### config.mk
export PLATFORM = sky130hd
export DESIGN_NAME = m4_capture
export DESIGN_NICKNAME = d
export VERILOG_FILES = /design/src/rtl/m4_pkg.sv /design/src/rtl/m4_sync_edge.sv /design/src/rtl/m4_capture.sv
export SDC_FILE = /design/constraint.sdc
export NUM_CORES = 1
export LEC_CHECK = 0
export BUFFER_PORTS_ARGS = -buffer_cell sky130_fd_sc_hd__clkbuf_2
export CAP_MARGIN = 10
export CORE_MARGIN = 4
export CORE_UTILIZATION = 45
export CTS_CLUSTER_SIZE = 40
export DETAILED_ROUTE_END_ITERATION = 10
export PLACE_DENSITY_LB_ADDON = 0.08
export SETUP_SLACK_MARGIN = 0.4
export SLEW_MARGIN = 20
export SYNTH_ARGS = -nofsm -noshare
export SYNTH_HDL_FRONTEND = slang
export SYNTH_HIERARCHICAL = 1
export SYNTH_SLANG_ARGS = --single-unit
### constraint.sdc
create_clock -name dotclk -period 5.1 [get_ports dotclk]
set_clock_uncertainty 0.2 [all_clocks]
set_input_delay 0.765 -clock dotclk [delete_from_list [all_inputs] [get_ports dotclk]]
set_output_delay 0.765 -clock dotclk [all_outputs]
set_load 0.01 [all_outputs]
### src/rtl/m4_pkg.sv
// m4_pkg: shared state encoding, mode constants and default frame geometry for m4_capture
package m4_pkg;
  typedef enum logic [1:0] {CLEAR, WAIT_VS, CAPTURE} state_t;
  localparam logic M64 = 1'b0;
  localparam logic M80 = 1'b1;
  localparam int FB_W_DEF = 800;
  localparam int FB_H_DEF = 240;
  localparam int ADDR_W_DEF = 18;
endpackage

### src/rtl/m4_sync_edge.sv
// m4_sync_edge: multi-flop synchroniser with single-cycle rise/fall pulses
module m4_sync_edge #(
  parameter int SYNC_STAGES = 2
) (
  input  logic dotclk,
  input  logic reset,
  input  logic d,
  output logic q,
  output logic rise,
  output logic fall
);
  logic [SYNC_STAGES-1:0] s;
  logic p;
  always_ff @(posedge dotclk)
    if (reset) begin
      s <= '0;
      p <= 1'b0;
    end else begin
      s <= {s[SYNC_STAGES-2:0], d};
      p <= s[SYNC_STAGES-1];
    end
  assign q = s[SYNC_STAGES-1];
  assign rise = q & ~p;
  assign fall = ~q & p;
endmodule

### src/rtl/m4_capture.sv
// m4_capture: samples TRS-80 Model 4 video on the dot clock and writes pixels into the frame RAM
module m4_capture
  import m4_pkg::*;
#(
  parameter int FB_W = FB_W_DEF,
  parameter int FB_H = FB_H_DEF,
  parameter int ADDR_W = ADDR_W_DEF,
  parameter int CNT_W = 10,
  parameter int SYNC_STAGES = 2,
  parameter int MIN_VALID = 320,
  parameter int MODE_THRESH = 720,
  parameter int MODE_CONFIRM = 2,
  parameter int X_OFF64 = 16,
  parameter int Y_OFF64 = 0,
  parameter int X_OFF80 = -71,
  parameter int Y_OFF80 = 8
) (
  input  logic              dotclk,
  input  logic              reset,
  input  logic              hsync,
  input  logic              vsync,
  input  logic              video,
  output logic [ADDR_W-1:0] waddr,
  output logic              wdata,
  output logic              wren,
  output logic              mode80,
  output logic              clearing,
  output logic [CNT_W-1:0]  line_len,
  output logic              heartbeat
);
  localparam int AW2 = ADDR_W + 2;
  localparam int AGW = $clog2(MODE_CONFIRM + 1);
  localparam logic [ADDR_W-1:0] LAST = ADDR_W'(FB_W * FB_H - 1);
  localparam logic [ADDR_W-1:0] W_A = ADDR_W'(FB_W);
  localparam logic signed [AW2-1:0] W_S = AW2'(FB_W);
  localparam logic signed [AW2-1:0] H_S = AW2'(FB_H);
  localparam logic [CNT_W-1:0] MIN_V = CNT_W'(MIN_VALID);
  localparam logic [CNT_W-1:0] THR = CNT_W'(MODE_THRESH);
  localparam logic [AGW-1:0] CONF = AGW'(MODE_CONFIRM);
  state_t state;
  logic [ADDR_W-1:0] clr_cnt, pix_addr;
  logic [CNT_W-1:0] x, y, fmax;
  logic [AGW-1:0] agree, agree_nx;
  logic [20:0] hb;
  logic signed [AW2-1:0] row, col;
  logic in_fb, cand;
  logic hs_q, hs_rise, hs_fall, vs_q, vs_rise, vs_fall, vd_q, vd_rise, vd_fall;
  logic unused_edges;
  m4_sync_edge #(.SYNC_STAGES(SYNC_STAGES)) u_hs (.dotclk(dotclk), .reset(reset), .d(hsync), .q(hs_q), .rise(hs_rise), .fall(hs_fall));
  m4_sync_edge #(.SYNC_STAGES(SYNC_STAGES)) u_vs (.dotclk(dotclk), .reset(reset), .d(vsync), .q(vs_q), .rise(vs_rise), .fall(vs_fall));
  m4_sync_edge #(.SYNC_STAGES(SYNC_STAGES)) u_vd (.dotclk(dotclk), .reset(reset), .d(video), .q(vd_q), .rise(vd_rise), .fall(vd_fall));
  assign unused_edges = ^{hs_q, hs_rise, vd_rise, vd_fall};
  always_comb begin
    row = $signed(AW2'(y)) - (mode80 ? AW2'(Y_OFF80) : AW2'(Y_OFF64));
    col = $signed(AW2'(x)) + (mode80 ? AW2'(X_OFF80) : AW2'(X_OFF64));
    in_fb = !row[AW2-1] && row < H_S && !col[AW2-1] && col < W_S;
    pix_addr = row[ADDR_W-1:0] * W_A + col[ADDR_W-1:0];
    cand = fmax > THR ? M80 : M64;
    agree_nx = agree + 1'b1;
  end
  always_ff @(posedge dotclk)
    if (reset) begin
      state <= CLEAR;
      clr_cnt <= '0;
      x <= '0;
      y <= '0;
      fmax <= '0;
      agree <= '0;
      waddr <= '0;
      wdata <= 1'b0;
      wren <= 1'b0;
      mode80 <= M64;
      clearing <= 1'b1;
      line_len <= '0;
    end else begin
      clearing <= state == CLEAR;
      case (state)
        CLEAR: begin
          wren <= 1'b1;
          wdata <= 1'b0;
          waddr <= clr_cnt;
          clr_cnt <= clr_cnt == LAST ? '0 : clr_cnt + 1'b1;
          if (clr_cnt == LAST) state <= WAIT_VS;
        end
        WAIT_VS: begin
          wren <= 1'b0;
          if (vs_rise) begin
            x <= '0;
            y <= '0;
            fmax <= '0;
            state <= CAPTURE;
          end
        end
        default: begin
          if (!vs_q) begin
            x <= '0;
            y <= '0;
            wren <= 1'b0;
            if (vs_fall) begin
              line_len <= fmax;
              fmax <= '0;
              if (fmax > MIN_V) begin
                if (cand != mode80) begin
                  if (agree_nx == CONF) begin
                    mode80 <= cand;
                    agree <= '0;
                    clr_cnt <= '0;
                    state <= CLEAR;
                  end else agree <= agree_nx;
                end else agree <= '0;
              end
            end
          end else if (hs_fall) begin
            fmax <= x > fmax ? x : fmax;
            x <= '0;
            y <= &y ? y : y + 1'b1;
            wren <= 1'b0;
          end else begin
            wren <= in_fb;
            wdata <= vd_q;
            waddr <= pix_addr;
            x <= &x ? x : x + 1'b1;
          end
        end
      endcase
    end
  always_ff @(posedge dotclk)
    if (reset) hb <= '0;
    else hb <= hb + 1'b1;
  assign heartbeat = hb[20];
endmodule

# [Word level (Yosys, flattened, before mapping)]
# Cells that the tools add are included.
[classes] add_sub_neg=8 n_mul=1 n_lt_le_gt_ge=5 n_eq_ne=13 n_mux=43 n_bitwise=9 reduce_logical=28
[op_table] cell="two-way mux 18 bit" count=8
[op_table] cell="two-way mux 10 bit" count=11
[op_table] cell="case mux 18 bit (2 select lines)" count=2
[op_table] cell="case mux 10 bit (2 select lines)" count=3
[op_table] cell="adder 21 x 1 -> 21 bit, second input constant" count=1
[op_table] cell="adder 10 x 1 -> 10 bit, second input constant" count=2
[op_table] cell="adder 11 x 20 -> 20 bit" count=1
[op_table] cell="< comparator 20 x 11 -> 1 bit, second input constant" count=1
[op_table] cell="two-way mux 20 bit" count=1
[op_table] cell="AND reduction 10 bit" count=2
[op_table] cell="adder 18 x 1 -> 18 bit, second input constant" count=1
[op_table] cell="adder 18 bit" count=1
[op_table] cell="equality test 18 bit, second input constant" count=1
[op_table] cell="multiplier 18 x 5 -> 13 bit, second input constant" count=1
[op_table] cell="two-way mux 2 bit" count=9
[op_table] cell="nonzero test 3 bit" count=5
[op_table] cell="inequality test 3 bit, second input constant" count=4
[op_table] cell="AND reduction 6 bit" count=2
[op_table] cell="< comparator 11 x 9 -> 1 bit, second input constant" count=1
[op_table] cell="subtractor 10 x 4 -> 11 bit" count=1
[op_table] cell="greater-than comparator 10 bit" count=1
[op_table] cell="greater-than comparator 10 bit, second input constant" count=1
[op_table] cell="greater-than comparator 10 x 9 -> 1 bit, second input constant" count=1
[op_table] cell="nonzero test 2 bit" count=5
[op_table] cell="21 further kinds" count=41
[totals] ff_bits=113 in_bits=5 out_inout_bits=33 elab_cells=125

# [Longest topological paths before layout]
[logic_depth] depth_word=9 ltp_mapped=22

# [Hierarchy]
# The synthesis kept the hierarchy.
[modules_own_cells] mod="m4_capture" n_inst=1 cells_per_inst=816 area_per_inst_um2=6715.2
[modules_own_cells] mod="m4_sync_edge" n_inst=3 cells_per_inst=8 area_per_inst_um2=91.3

# [Worst setup path after synthesis]
# OpenSTA, ideal clock, no wires.
[synth_path] kind="reg-to-reg" startpoint="register mode80" endpoint="register waddr[16]" setup_time_ns=0.132 arrival_ns=4.195 required_time_ns=4.768 path_slack_ns=0.573 stages_incl_launch_ff=21 path_buffers=0 path_cell_list="dfxtp_1 -> ha_1 -> ha_1 -> inv_1 -> ha_1 -> ha_1 -> inv_1 -> fa_1 -> inv_1 -> ha_1 -> inv_1 -> nor2_1 -> nor2_1 -> xnor2_1 -> ha_1 -> or3_1 -> a2111oi_0 -> nor3_1 -> a31oi_1 -> xor2_1 -> o22ai_1"
[synth_between] elab_chain_len=7 word_cells_on_any_way=9
[synth_lines] element="start: declaration" line_no="m4_capture.sv:26" rtl="output logic mode80,"
[synth_lines] element="start signal: assignment" line_no="m4_capture.sv:105" rtl="mode80 <= cand;"
[synth_lines] element="two-way mux 4 bit" line_no="m4_capture.sv:54" rtl="row = $signed(AW2'(y)) - (mode80 ? AW2'(Y_OFF80) : AW2'(Y_OFF64));"
[synth_lines] element="subtractor 10 x 4 -> 11 bit" line_no="m4_capture.sv:54"
[synth_lines] element="multiplier 18 x 5 -> 13 bit" line_no="m4_capture.sv:57" rtl="pix_addr = row[ADDR_W-1:0] * W_A + col[ADDR_W-1:0];"
[synth_lines] element="adder 18 bit *" line_no="m4_capture.sv:57"
[synth_lines] element="two-way mux 18 bit *" line_no="m4_capture.sv:113" rtl="end else if (hs_fall) begin"
[synth_lines] element="two-way mux 18 bit *" line_no="m4_capture.sv:95" rtl="if (!vs_q) begin"
[synth_lines] element="case mux 18 bit (2 select lines) *" line_no="m4_capture.sv:77" rtl="case (state)"
[synth_lines] element="end signal: assignment" line_no="m4_capture.sv:81" rtl="waddr <= clr_cnt;"
[synth_lines] element="end signal: assignment" line_no="m4_capture.sv:121" rtl="waddr <= pix_addr;"
[synth_lines] element="end: declaration" line_no="m4_capture.sv:23" rtl="output logic [ADDR_W-1:0] waddr,"
# Mark *: on every way between the ends. The rest lies on a longest branch, timed or not. The select of a mux whose other input is x is not followed.
# A chain may end at the register's enable or synchronous reset.

# [Worst setup path after layout]
[layout_path] startpoint="register y[3]" endpoint="register waddr[16]"
[layout_between] elab_chain_len=6
[layout_lines] element="start: declaration" line_no="m4_capture.sv:42" rtl="logic [CNT_W-1:0] x, y, fmax;"
[layout_lines] element="start signal: assignment" line_no="m4_capture.sv:116" rtl="y <= &y ? y : y + 1'b1;"
[layout_lines] element="subtractor 10 x 4 -> 11 bit" line_no="m4_capture.sv:54"
[layout_lines] element="multiplier 18 x 5 -> 13 bit" line_no="m4_capture.sv:57"
[layout_lines] element="adder 18 bit" line_no="m4_capture.sv:57"
[layout_lines] element="two-way mux 18 bit" line_no="m4_capture.sv:113"
[layout_lines] element="two-way mux 18 bit" line_no="m4_capture.sv:95"
[layout_lines] element="case mux 18 bit (2 select lines)" line_no="m4_capture.sv:77"
# Every way passes these cells. The select of a mux whose other input is x is not followed.

==> run summary <==
Status: complete, no violations
Final Worst Setup Slack: 0.612 ns
Clock Tree Buf Depth: 2
Total GRT Usage: 19.3%
Final Core Density: 52.3%
Actual slew at the worst max-slew pin: 1.03 ns
Fmax: 223 MHz
IO Count: 38
Post-DP HPWL: 11900 µm
Post-route cell area: 7930 µm²
Clk sinks: 113
Syn nets: 911
Min-Delay Path Class: reg -> reg
Share of cells above drive strength 1: 12.9%
Max_cap viols: 0
Cell area after synthesis: 6940 µm²
First-pass iteration count of the detailed router: 5
Largest fanout on the critical path: 6
Setup TNS: 0 ns
Register Area: 2260 µm²
Core Region: 15100 µm²
Critical Path AT: 4.55 ns
WHS: 0.235 ns
Post-DRT Antenna Nets: 0
Buffers on Ports: 37
Placed Area: 7240 µm²
Worst-path clk slew: 0.05 ns
Pwr/cell area: 263 nW/µm²
Initial DRC count: 303
Clock Latency Late Sink: 0.42 ns
GRT busiest layer: met2
Drt total wl: 16100 µm
CTS Buf Count: 17
Tmin final: 4.49 ns
Cell count after synthesis: 835
Via count: 5839
Die area: 17500 µm²
RSZ-0062 raised after global routing: no
Final hold violations: 0
Slew HR: 31.2%
Footprint of the multi-input gates: 4410 µm²
Worst vdd ir: 0.224 mV
Pleak: 3.31 nW
First-pass GRT wire length: 28000 µm
Syn-to-layout area delta: 14.1%
Setup WS pre-CTS: 0.323 ns
Die H: 132 µm
GRT met1 Usage: 24.6%
Fill cell count: 1430
Vias in the first global route: 5825
CTS tree: yes
YS warnings: 6
Vias per cell: 5.47
Worst Setup End Kind: flop
Initial antenna violation count: 0
Drt wl/cell: 15.0 µm
Largest net degree at the start of global routing: 86
Met3 usage: 4.08%
Met2 GRT Util: 32.6%
Fin crit share: 88.0%
Required time worst endpoint: 5.17 ns
Commonest non-fill, non-tap cell in the layout: dfxtp_1
GP Congestion: 0.841
Diodes inserted: 0
Syn_area_per_cell: 8.32 µm²
Remaining Overflow, GRT: 0
Final setup fails: 0
Initial Util: 45.8%
Nets: 942
Startpoint types: flop
Die width: 132 µm
# DRC: 0
Kind of critical path: reg -> reg
Commonest cells after routing, fill and taps aside: dfxtp_1, nor2_1, a21oi_1
H-tree Lvls: 4
Placement Rows: 45
Post-cts hold buffer count: 0
Final slew viol count: 0
Clock Root Buffer: clkbuf_16
per-layer routing:
metal  share of wire [%]  vias to the layer above
li1                    -                     2974
met1                  47                     2735
met2                  48                      103
met3                 3.0                       27
met4                 2.0                        0
met5                   0                        -
critical path, cell delays in order, from the launching register on:
cell and delay [ns]:
dfxtp_2 0.35, inv_1 0.07, ha_2 0.19, ha_2 0.32, inv_2 0.05, ha_1 0.29, ha_1 0.28, inv_1 0.05
fa_1 0.49, inv_1 0.06, ha_4 0.27, inv_2 0.04, nor2_2 0.10, nor2_1 0.06, xnor2_1 0.13, ha_2 0.19
or3_4 0.39, a2111oi_4 0.30, nor3_2 0.08, a31oi_1 0.17, xor2_1 0.18, o22ai_1 0.08
path summary, 6_finish.rpt:
| kind | start | end | slack [ns] | cells after the start |
|---|---|---|---|---|
| worst max-delay path | y[3]$_SDFFE_PP0P_ | waddr[16]$_SDFFE_PP0P_ | 0.61 | 21 |
| worst min-delay path | u_vs/s[0]$_SDFF_PP0_ | u_vs/s[1]$_SDFF_PP0_ | 0.23 | 1 |
| worst max register to register | y[3]$_SDFFE_PP0P_ | waddr[16]$_SDFFE_PP0P_ | 0.61 | 21 |
| worst min register to register | u_vs/s[0]$_SDFF_PP0_ | u_vs/s[1]$_SDFF_PP0_ | 0.23 | 1 |
sequential cells by signal, indices dropped and copies added, names as in the netlist:
name	count
wren	1
fmax	10
u_vd/s	2
line_len	10
u_hs/p	1
waddr	18
u_vs/s	2
hb	21
agree	2
u_vs/p	1
x	10
y	10
u_hs/s	2
state	2
wdata	1
clr_cnt	18
mode80	1
clearing	1
stage by stage:
step,std cells,power [mW]
2_1_floorplan,835,0.943
3_3_place_gp,1032,0.955
3_5_place_dp,1032,0.957
4_1_cts,1064,2.11
5_1_grt,1067,2.16
6_report,1067,2.08
cell type report:
class                           instances  area share [%]
Tap cell                              188            2.97
Multi-Input combinational cell        638            55.7
Timing Repair Buffer                   45            3.09
Clock buffer                           21            5.94
Sequential cell                       113            28.6
Clock inverter                         11            1.33
Inverter                               51            2.42
where the power goes:
part	internal (mW)	switching, mW	total (mW)
clock	0.711	0.437	1.15
sequential	0.892	0.00735	0.899
combinational	0.0125	0.0256	0.0381
repair_timing:
action                     in CTS  in global routing
pin swaps                       0                  9
setup endpoints to repair       1                  5
resized for setup               2                 18
setup buffers                   0                  3
cloned                          0                  0
Note: power is estimated with default switching activity, not from simulation.
